--- config.mk ---
export PLATFORM = sky130hd
export DESIGN_NAME = hockey_game_sequencer
export DESIGN_NICKNAME = d
export VERILOG_FILES = /design/src/rtl/hockey_game_sequencer.sv
export SDC_FILE = /design/constraint.sdc
export NUM_CORES = 1
export LEC_CHECK = 0
export CORE_ASPECT_RATIO = 1.2
export CORE_MARGIN = 1
export CORE_UTILIZATION = 53
export DETAILED_ROUTE_END_ITERATION = 8
export HOLD_SLACK_MARGIN = 0.08
export PLACE_DENSITY = 0.81
export SYNTH_ARGS = -nofsm -noshare
export SYNTH_HDL_FRONTEND = slang
export SYNTH_SLANG_ARGS = --single-unit
export TNS_END_PERCENT = 50
--- constraint.sdc ---
create_clock -name pixelClock -period 4.14 [get_ports pixelClock]
set_clock_uncertainty 0.1 [all_clocks]
set_input_delay 1.242 -clock pixelClock [delete_from_list [all_inputs] [get_ports pixelClock]]
set_output_delay 1.242 -clock pixelClock [all_outputs]
set_load 0.01 [all_outputs]
--- src/rtl/hockey_game_sequencer.sv ---
// hockey_game_sequencer
// Match controller for VGA air-hockey. Walks the game through idle, serve,
// play, goal freeze, pause and game-over phases. It keeps both scores, picks
// the serve direction and issues a one-cycle serve pulse. All timing is
// counted in frames: the phase counter only advances on vSyncStart.

module hockey_game_sequencer #(
  parameter logic [7:0] SERVE_FRAMES = 8'd60,
  parameter logic [7:0] GOAL_FRAMES  = 8'd90,
  parameter logic [7:0] FLASH_FRAMES = 8'd30,
  parameter logic [3:0] WIN_SCORE    = 4'd7,
  parameter int         START_BIT    = 3
) (
  input  logic       pixelClock,
  input  logic       resetN,
  input  logic       vSyncStart,
  input  logic [7:0] buttons,
  input  logic       goalLeft,
  input  logic       goalRight,
  output logic       paddleEnable,
  output logic       puckEnable,
  output logic       puckServe,
  output logic       serveDir,
  output logic [3:0] scoreLeft,
  output logic [3:0] scoreRight,
  output logic [2:0] phase,
  output logic       winner,
  output logic       flashOn
);

  // Phase codes are visible on the HUD port, so the encoding is fixed.
  typedef enum logic [2:0] {
    ST_IDLE  = 3'd0,
    ST_SERVE = 3'd1,
    ST_PLAY  = 3'd2,
    ST_GOAL  = 3'd3,
    ST_PAUSE = 3'd4,
    ST_OVER  = 3'd5
  } state_e;

  // Terminal counts: a phase that lasts N frames ends on the frame where the
  // counter, cleared at entry, reads N-1.
  localparam logic [7:0] SERVE_LAST = SERVE_FRAMES - 8'd1;
  localparam logic [7:0] GOAL_LAST  = GOAL_FRAMES  - 8'd1;
  localparam logic [7:0] FLASH_LAST = FLASH_FRAMES - 8'd1;

  state_e     state_q,      state_d;
  logic [7:0] cnt_q,        cnt_d;
  logic [3:0] score_l_q,    score_l_d;
  logic [3:0] score_r_q,    score_r_d;
  logic       dir_q,        dir_d;
  logic       winner_q,     winner_d;
  logic       flash_q,      flash_d;
  logic       serve_q,      serve_d;
  logic       paddle_en_q,  paddle_en_d;
  logic       puck_en_q,    puck_en_d;
  logic       start_hist_q, start_hist_d;

  logic       start_press;
  logic       buttons_unused;

  // Only the Start bit of the pad matters to the sequencer.
  assign buttons_unused = ^buttons;

  // Start counts once per frame-sampled rising edge, so holding the button
  // across several frames produces a single press.
  assign start_press = vSyncStart & buttons[START_BIT] & ~start_hist_q;

  // Next-state and next-output logic for the whole match sequencer.
  always_comb begin
    // NOTE: every _d signal is given its hold value first so no path through
    // the case statement leaves it unassigned, which would infer a latch.
    state_d      = state_q;
    cnt_d        = cnt_q;
    score_l_d    = score_l_q;
    score_r_d    = score_r_q;
    dir_d        = dir_q;
    winner_d     = winner_q;
    flash_d      = flash_q;
    serve_d      = 1'b0;
    start_hist_d = start_hist_q;

    if (vSyncStart) begin
      start_hist_d = buttons[START_BIT];
    end

    case (state_q)
      ST_IDLE: begin
        if (start_press) begin
          score_l_d = 4'd0;
          score_r_d = 4'd0;
          cnt_d     = 8'd0;
          state_d   = ST_SERVE;
        end
      end

      ST_SERVE: begin
        // Start is deliberately ignored while the serve countdown runs.
        if (vSyncStart) begin
          if (cnt_q == SERVE_LAST) begin
            serve_d = 1'b1;
            cnt_d   = 8'd0;
            state_d = ST_PLAY;
          end else begin
            cnt_d = cnt_q + 8'd1;
          end
        end
      end

      ST_PLAY: begin
        // A goal beats a simultaneous Start. A right-goal beats a
        // simultaneous left-goal. The next serve goes toward the player who
        // conceded.
        if (goalRight) begin
          if (score_l_q != WIN_SCORE) begin
            score_l_d = score_l_q + 4'd1;
          end
          dir_d   = 1'b1;
          cnt_d   = 8'd0;
          state_d = ST_GOAL;
        end else if (goalLeft) begin
          if (score_r_q != WIN_SCORE) begin
            score_r_d = score_r_q + 4'd1;
          end
          dir_d   = 1'b0;
          cnt_d   = 8'd0;
          state_d = ST_GOAL;
        end else if (start_press) begin
          cnt_d   = 8'd0;
          state_d = ST_PAUSE;
        end
      end

      ST_PAUSE: begin
        // Resume straight into play; the puck keeps its position, no re-serve.
        if (start_press) begin
          cnt_d   = 8'd0;
          state_d = ST_PLAY;
        end
      end

      ST_GOAL: begin
        if (vSyncStart) begin
          if (cnt_q == GOAL_LAST) begin
            cnt_d = 8'd0;
            if (score_l_q == WIN_SCORE) begin
              winner_d = 1'b0;
              state_d  = ST_OVER;
            end else if (score_r_q == WIN_SCORE) begin
              winner_d = 1'b1;
              state_d  = ST_OVER;
            end else begin
              state_d  = ST_SERVE;
            end
          end else begin
            cnt_d = cnt_q + 8'd1;
          end
        end
      end

      ST_OVER: begin
        // The winner stays on the HUD into the next match until reset.
        if (start_press) begin
          score_l_d = 4'd0;
          score_r_d = 4'd0;
          flash_d   = 1'b0;
          cnt_d     = 8'd0;
          state_d   = ST_SERVE;
        end else if (vSyncStart) begin
          if (cnt_q == FLASH_LAST) begin
            flash_d = ~flash_q;
            cnt_d   = 8'd0;
          end else begin
            cnt_d = cnt_q + 8'd1;
          end
        end
      end

      default: begin
        // Unused codes recover to IDLE on the next cycle.
        cnt_d   = 8'd0;
        state_d = ST_IDLE;
      end
    endcase

    // Enables are decoded from the next state so they line up with phase.
    paddle_en_d = (state_d == ST_SERVE) || (state_d == ST_PLAY);
    puck_en_d   = (state_d == ST_PLAY);
  end

  // State and registered outputs, with synchronous active-low reset.
  always_ff @(posedge pixelClock) begin
    // NOTE: sequential state uses non-blocking assignments so every flop
    // samples the values from before the edge, whatever the statement order.
    if (!resetN) begin
      state_q      <= ST_IDLE;
      cnt_q        <= 8'd0;
      score_l_q    <= 4'd0;
      score_r_q    <= 4'd0;
      dir_q        <= 1'b1;
      winner_q     <= 1'b0;
      flash_q      <= 1'b0;
      serve_q      <= 1'b0;
      paddle_en_q  <= 1'b0;
      puck_en_q    <= 1'b0;
      start_hist_q <= 1'b0;
    end else begin
      state_q      <= state_d;
      cnt_q        <= cnt_d;
      score_l_q    <= score_l_d;
      score_r_q    <= score_r_d;
      dir_q        <= dir_d;
      winner_q     <= winner_d;
      flash_q      <= flash_d;
      serve_q      <= serve_d;
      paddle_en_q  <= paddle_en_d;
      puck_en_q    <= puck_en_d;
      start_hist_q <= start_hist_d;
    end
  end

  assign paddleEnable = paddle_en_q;
  assign puckEnable   = puck_en_q;
  assign puckServe    = serve_q;
  assign serveDir     = dir_q;
  assign scoreLeft    = score_l_q;
  assign scoreRight   = score_r_q;
  assign phase        = state_q;
  assign winner       = winner_q;
  assign flashOn      = flash_q;

endmodule
==> impl_metrics.ini, run 1 <==
[timing]
tns_ns = 0
setup_ws_ns = 1.02
slew_violations = 0
slew_headroom_pct = 56.2
whs_ns = 0.381
finalSetupViolations = 0
fmax_mhz = 320
min_period_over_period_pct = 75.4
fin_crit_ns = 3.12
rsz0062_at_grt = false
worst_pin_slew_ns = 0.657
hold_viol = 0

[floorplan]
die_y_um = 62.1
coreArea_um2 = 2840
rows = 21
die_width_um = 52.1
start_util_pct = 56.3
die_area_um2 = 3240
io-pin-count = 30

[critical_path]
cpMaxStageDelayCell = dfxtp_1
cp_cell_sequence = clkdlybuf4s50_1
path_max_fanout = 18
worstSetupPathDepth = 1
r2r_end = cnt_q[6]
cp-start-kind = flop
reg2reg_from = cnt_q[0]
cp_top_family = flip-flops
crit_path_end = phase[0]
reg2reg_slack_ns = 2.09
critical_path_class = reg2out
cp_num_buf_inv = 1
crit_start = phase[0]
worstRegToRegCells = 6
arrival_ns = 1.78
max_stage_delay_ns = 0.77
worstPathRequired_ns = 2.80
end_kind = output pin

[detailed_routing]
totalWireLength_um = 3580
viasPerCell = 6.30
drtPass1Iterations = 4
via_count = 1417
dr.first_iter.drc_count = 53
drc = 0
wl_per_cell_um = 15.9
ant_nets = 0

[yosys]
synth_top_area_share_pct = 32.6
synth_area_um2 = 1600
synthArstFlopShare_pct = 0
ys.warnings.count = 0
synth_edf_count = 0
yosysSeqAreaShare_pct = 32.6
synthFlopType = dfxtp_1
synth_fp_nets = 189
synth_area_leaders = dfxtp_1 (33%), nor2_1 (3.8%), ha_1 (3.1%)
synth_area_per_cell_um2 = 9.28
synth.distinct_cells = 59
synthTopCellsByCount = dfxtp_1 (26), nor2_1 (16), nand2_1 (9), a21oi_1 (7)
synth_seq_cells = 26
yosysTopAreaCell = dfxtp_1
synth_cells = 172
synth_most_common_cell = dfxtp_1

[cts]
clk_pin_slew_ns = 0.16
cts_resized = 0
clk_latency_ns = 0.34
clkSinkCount = 26
cts_root_buf = clkbuf_4
h-tree-depth = 1
cts_buffers = 3
cts_tree = built
clock_path_buffers = 2
postCtsHoldBufs = 0
cts_setup_buffers = 0

[global_routing]
met2_usage_pct = 43.1
use_met3_pct = 2.70
met1_usage_pct = 28.6
grt_pass1_wl_um = 6150
grt_max_degree = 23
grt.total_usage_pct = 24.8
gr-total-overflow = 0
grt_pass1_vias = 1362
antenna_found_initial = 0
busiest_layer = met2

[place]
gp_congestion = 0.795
hpwl_um = 2710
place_area_um2 = 1810
portBuffers = 22
place_ws_ns = 0.886
placed_cells = 221

[cells_and_area]
area_delta_synth_final_pct = 16.5
antenna-diode-count = 0
multiInputGateArea_um2 = 998
fin_area_um2 = 1860
nets = 209
regArea_um2 = 520
final_util_pct = 65.6
stdcell_count = 225
n_fill_cell = 253
layout-drive-gt1-share_pct = 13.1

[run]
max-cap-violations = 0

[power_and_ir_drop]
pwr_density_cell_nw_per_um2 = 272
ir_worst_vdd_uv = 193
cellLeakagePower_nw = 0.606
p_total_uw = 505

[hold_path]
hold_path.class = reg2reg

[status]
status = completed
cell usage in the layout, fill, tap and decap left out, types with 3 or more instances in the layout:
master and instances:
a21oi_1 7, clkbuf_4 3, clkdlybuf4s50_1 22, dfxtp_1 26
ha_1 4, inv_1 4, mux2i_1 4, nand2_1 9
nand2b_1 6, nand3_1 4, nand3b_1 3, nand4_1 4
nand4b_1 4, nand4bb_1 3, nor2_1 16, nor3_1 4
o211ai_1 4, o21ai_0 3, o22ai_1 4, or3_1 6
xor2_1 4
metal layers:
layer / share of wire, % / wire, um
met1: 40 / 1440
met2: 53 / 1910
met3: 3.0 / 108
met4: 3.3 / 119
met5: 0 / 0
sequential cells by signal, indices dropped and copies added, names as in the netlist:
name and cells:
cnt_q 8, scoreLeft 4, scoreRight 4, phase 3, flashOn 1, paddleEnable 1, puckEnable 1, puckServe 1
serveDir 1, start_hist_q 1, winner 1
final cells by class:
type / count / share of cell area, %
Clock buffer: 3 / 1.21
Sequential cell: 26 / 28.0
Timing Repair Buffer: 23 / 12.2
Tap cell: 34 / 2.29
Inverter: 5 / 1.01
Multi-Input combinational cell: 133 / 53.7
Clock inverter: 1 / 1.61
where the power goes:
part	switching [mW]	total, mW	leakage, nW	internal, mW
logic	0.0345	0.0609	0.368	0.0264
registers	0.00789	0.263	0.210	0.255
clock network	0.0837	0.182	0.0279	0.0980
total	0.126	0.505	0.606	0.379
cell families (layout without fill, tap and decap cells):
group	Yosys count	count (layout)	share of synthesized area (%)
flip-flops	26	26	32.6
adder cells (fa/ha/maj)	4	4	3.13
XOR/XNOR	6	6	3.76
multiplexers	4	4	2.51
AO/OA/AOI/OAI	41	41	20.9
buffers and inverters	13	32	4.86
AND/OR/NAND/NOR	78	78	32.2
worst min-delay path by stage:
stage / startpoint / endpoint / slack (ns) / cells after the start
floorplan: flashOn / flashOn / 0.38 / 2
global placement: flashOn / flashOn / 0.35 / 2
detailed placement: flashOn / flashOn / 0.37 / 2
CTS: flashOn / flashOn / 0.39 / 2
global route: serveDir / serveDir / 0.42 / 2
finish: flashOn / flashOn / 0.38 / 2
Power figures use the tool's default switching activity.
==> inputs of run 2 (changes only) <==
Settings changed: CORE_UTILIZATION 53 to 52, PLACE_DENSITY 0.81 to 0.8.
Clock period 4.14 ns to 3.02 ns, I/O delays scaled along.
==> run 2 against run 1 <==
Effect of this change: via count increased by 2.0%; clock power grew 31%; first-iteration DRC count down 15%; total power up 36%; sequential cell count unchanged; critical path depth grew 4; sequential share of layout area fell by 0.44 points; die area increased by 1.9%.
==> impl_metrics.ini, run 2 (synthesis results as in run 1) <==
[critical_path]
cp_num_buf_inv = 1
crit_start = vSyncStart
path_max_fanout = 8
crit_path_end = paddleEnable
cp_cell_sequence = clkdlybuf4s50_1 -> nand3b_2 -> a22o_1 -> or4_1 -> mux2i_1
cp-start-kind = input pin
arrival_ns = 2.79
end_kind = flop
r2r_end = cnt_q[6]
max_stage_delay_ns = 0.72
worstRegToRegCells = 7
critical_path_class = in2reg
worstSetupPathDepth = 5
reg2reg_slack_ns = 0.88
worstPathRequired_ns = 3.19
cp_top_family = buffers and inverters
cpMaxStageDelayCell = clkdlybuf4s50_1
reg2reg_from = cnt_q[0]

[cells_and_area]
stdcell_count = 229
area_delta_synth_final_pct = 18.4
mostFrequentLayoutCell = dfxtp_1
largest_register_ff_count = 8
antenna-diode-count = 0
regMostFlops = cnt_q
n_fill_cell = 241
layout_common_cells = dfxtp_1 (26), clkdlybuf4s50_1 (22), nor2_1 (16)
nets = 213
layout-drive-gt1-share_pct = 14.9

[power_and_ir_drop]
comb_power_share_pct = 13.6
p_sw_uw = 165
ir_worst_vdd_uv = 429
switching_share_pct = 24.0
p_total_uw = 688
sequentialPowerShare_pct = 51.6
pwr_density_cell_nw_per_um2 = 364
cellLeakagePower_nw = 0.627
internal_power_uw = 523
clockPowerShare_pct = 34.8

[detailed_routing]
dr.first_iter.drc_count = 45
viasPerCell = 6.31
drc = 0
drtPass1Iterations = 4
ant_nets = 0
totalWireLength_um = 3750
wl_per_cell_um = 16.4
via_count = 1446

[timing]
min_period_over_period_pct = 86.7
tns_ns = 0
finalSetupViolations = 0
fin_crit_ns = 2.62
worst_pin_slew_ns = 0.515
rsz0062_at_grt = false
hold_viol = 0
slew_violations = 0
slew_headroom_pct = 65.6
fmax_mhz = 382

[hold_path]
hold_path.class = reg2reg
whs_path_depth = 2

[cts]
cts_resized = 0
clock_path_buffers = 2
clkSinkCount = 26
cts_setup_buffers = 0
h-tree-depth = 1
cts_buffers = 3
cts_root_buf = clkbuf_4
clk_latency_ns = 0.33
cts_tree = built
clk_pin_slew_ns = 0.15
postCtsHoldBufs = 0

[floorplan]
die_width_um = 52.6
die_y_um = 62.7
start_util_pct = 55.7
io-pin-count = 30
rows = 21
coreArea_um2 = 2860
die_area_um2 = 3300

[status]
status = completed

[global_routing]
grt_pass1_vias = 1310
gr-total-overflow = 0
grt.total_usage_pct = 24.0
grt_max_degree = 23
grt_pass1_wl_um = 6010
antenna_found_initial = 0

[place]
hpwl_um = 2770
portBuffers = 22
gp_congestion = 0.870
placed_cells = 225

[run]
max-cap-violations = 0
-- run 2: worst register-to-register path: stages, from the launching register on --
cell	delay [ns]
dfxtp_1	0.47
ha_1	0.28
nand4bb_1	0.16
a2111oi_2	0.42
o22ai_2	0.17
buf_4	0.18
nor2_4	0.16
o22ai_1	0.12
-- run 2: how the worst min path moves through the flow --
stage | start | slack (ns) | end
finish | flashOn | 0.39 | flashOn
global route | flashOn | 0.40 | flashOn
CTS | flashOn | 0.39 | flashOn
detailed placement | flashOn | 0.37 | flashOn
global placement | flashOn | 0.35 | flashOn
floorplan | flashOn | 0.38 | flashOn
-- run 2: power groups by stage --
stage	clock [mW]	sequential, mW	combinational [mW]
after detailed placement	0	0.363	0.0922
after floorplan	0	0.364	0.0596
after global placement	0	0.363	0.0882
final	0.239	0.355	0.0937
after global routing	0.253	0.356	0.102
after CTS	0.244	0.355	0.0929
-- run 2: layout make-up --
| cell class | count | area (um^2) | area share [%] |
|---|---|---|---|
| Multi-Input combinational cell | 133 | 998 | 52.8 |
| Sequential cell | 26 | 520 | 27.5 |
| Timing Repair Buffer | 27 | 258 | 13.6 |
| Tap cell | 34 | 42.5 | 2.25 |
| Clock inverter | 1 | 30.0 | 1.59 |
| Clock buffer | 3 | 22.5 | 1.19 |
| Inverter | 5 | 18.8 | 0.993 |
-- run 2: routing by layer --
| metal | vias to the layer above | track usage, % | wire length [um] |
|---|---|---|---|
| met1 | 698 | 28.2 | 1490 |
| met5 | - | 0 | 0 |
| met4 | 0 | 10.2 | 56 |
| li1 | 700 | - | - |
| met2 | 42 | 42.2 | 2080 |
| met3 | 6 | 2.43 | 129 |
-- run 2: per-stage QoR --
step / setup WS, ns / hold WS (ns) / instance area, um^2 / utilization [%]
final: 0.403 / 0.391 / 1890 / 66.0
after global routing: 0.339 / 0.396 / 1890 / 66.0
after CTS: 0.440 / 0.391 / 1890 / 66.0
after detailed placement: 0.0932 / 0.374 / 1840 / 64.2
after global placement: 0.123 / 0.351 / 1840 / 64.2
after floorplan: 0.859 / 0.384 / 1600 / -
==> inputs of run 3 (changes only) <==
Settings changed: CORE_UTILIZATION 52 to 53, PLACE_DENSITY 0.8 to 0.81.
Clock period 3.02 ns to 3.1 ns, I/O delays scaled along.
==> run 3 against run 2 <==
Effect of this change: sequential cell count is the same; non-clock buffer count shrank 3; core utilization shrank 0.76 points; worst setup slack lost 0.094 ns; cell area shrank 2.1%; sequential power shrank 1%; die area shrank 1.8%; sequential share of layout area grew 0.58 points; clock-buffer cell count grew 1; global-route usage shrank 0.15 points; critical path type is now reg2out; critical endpoint is now phase[0]; largest power group unchanged; highest routed layer unchanged.
==> impl_metrics.ini, run 3 (synthesis results as in run 1) <==
[status]
status = completed

[cts]
clkSinkCount = 26
cts_tree = built
clk_latency_ns = 0.32
postCtsHoldBufs = 0
cts_resized = 0
cts_root_buf = clkbuf_4
h-tree-depth = 1
clock_path_buffers = 2
cts_buffers = 3
cts_setup_buffers = 0
clk_pin_slew_ns = 0.14

[timing]
slew_violations = 0
setup_ws_ns = 0.309
hold_viol = 0
worst_pin_slew_ns = 0.671
rsz0062_at_grt = false
fmax_mhz = 358
tns_ns = 0
fin_crit_ns = 2.79
whs_ns = 0.388
min_period_over_period_pct = 90.0
finalSetupViolations = 0
slew_headroom_pct = 55.2

[cells_and_area]
area_delta_synth_final_pct = 16.0
layout-drive-gt1-share_pct = 13.5
mostFrequentLayoutCell = dfxtp_1
multiInputGateArea_um2 = 998
regArea_um2 = 520
regMostFlops = cnt_q
final_util_pct = 65.3
nets = 210
largest_register_ff_count = 8
n_fill_cell = 229
antenna-diode-count = 0
layout_common_cells = dfxtp_1 (26), clkdlybuf4s50_1 (22), nor2_1 (16)

[place]
gp_congestion = 0.773
hpwl_um = 2630
place_ws_ns = 0.170
portBuffers = 22

[global_routing]
grt_pass1_wl_um = 6090
gr-total-overflow = 0
grt_pass1_vias = 1357
grt.total_usage_pct = 23.8
antenna_found_initial = 0
grt_max_degree = 24

[critical_path]
worstRegToRegCells = 7
critical_path_class = reg2out
worstPathRequired_ns = 2.07
reg2reg_from = cnt_q[0]
cp_cell_sequence = clkdlybuf4s50_1
cp_top_family = flip-flops
end_kind = output pin
arrival_ns = 1.76
reg2reg_slack_ns = 0.91
worstSetupPathDepth = 1
crit_start = phase[0]
crit_path_end = phase[0]
r2r_end = cnt_q[7]
cp_num_buf_inv = 1
cp-start-kind = flop
max_stage_delay_ns = 0.78
cpMaxStageDelayCell = dfxtp_1
path_max_fanout = 18

[floorplan]
coreArea_um2 = 2840
die_area_um2 = 3240
die_y_um = 62.1
start_util_pct = 56.3
rows = 21
die_width_um = 52.1
io-pin-count = 30

[detailed_routing]
drc = 0
via_count = 1424
ant_nets = 0
viasPerCell = 6.30
drtPass1Iterations = 4
wl_per_cell_um = 15.7
m1WireLength_um = 1470
met2_length_um = 1890
totalWireLength_um = 3550
met3WireLength_um = 108
dr.first_iter.drc_count = 58
maxUsedRoutingLayer = met4

[hold_path]
min_from = flashOn
hold_path.class = reg2reg

[power_and_ir_drop]
pwr_density_cell_nw_per_um2 = 328
p_total_uw = 606
cellLeakagePower_nw = 0.605
ir_worst_vdd_uv = 214

[run]
max-cap-violations = 0
run 3: power breakdown:
| part | internal [mW] | total [mW] | leakage [nW] | switching [mW] |
|---|---|---|---|---|
| clock | 0.0719 | 0.174 | 0.0210 | 0.102 |
| sequential | 0.340 | 0.351 | 0.210 | 0.0109 |
| combinational | 0.0363 | 0.0816 | 0.373 | 0.0453 |
run 3: final cells by class:
class | count | area share [%]
multi-input combinational | 133 | 53.9
timing repair buffer | 24 | 12.7
inverter | 5 | 1.01
tap | 34 | 2.30
sequential | 26 | 28.1
clock buffer | 4 | 1.96
run 3: how the worst min path moves through the flow:
| stage | to | slack, ns | depth (start not counted) |
|---|---|---|---|
| 2_1_floorplan | flashOn | 0.38 | 2 |
| 3_3_place_gp | flashOn | 0.35 | 2 |
| 3_5_place_dp | flashOn | 0.36 | 2 |
| 4_1_cts | flashOn | 0.38 | 2 |
| 5_1_grt | flashOn | 0.41 | 2 |
| 6_report | flashOn | 0.39 | 2 |
run 3: stage by stage:
stage          instance area (um^2)  std cells
3_3_place_gp                   1820        222
3_5_place_dp                   1820        222
5_1_grt                        1850        226
6_report                       1850        226
2_1_floorplan                  1600        172
4_1_cts                        1850        226
run 3: metal layers:
layer | vias up | track usage (%)
met5 | - | 0
met4 | 0 | 9.46
met3 | 7 | 2.21
met2 | 38 | 40.9
met1 | 679 | 29.5
li1 | 700 | -
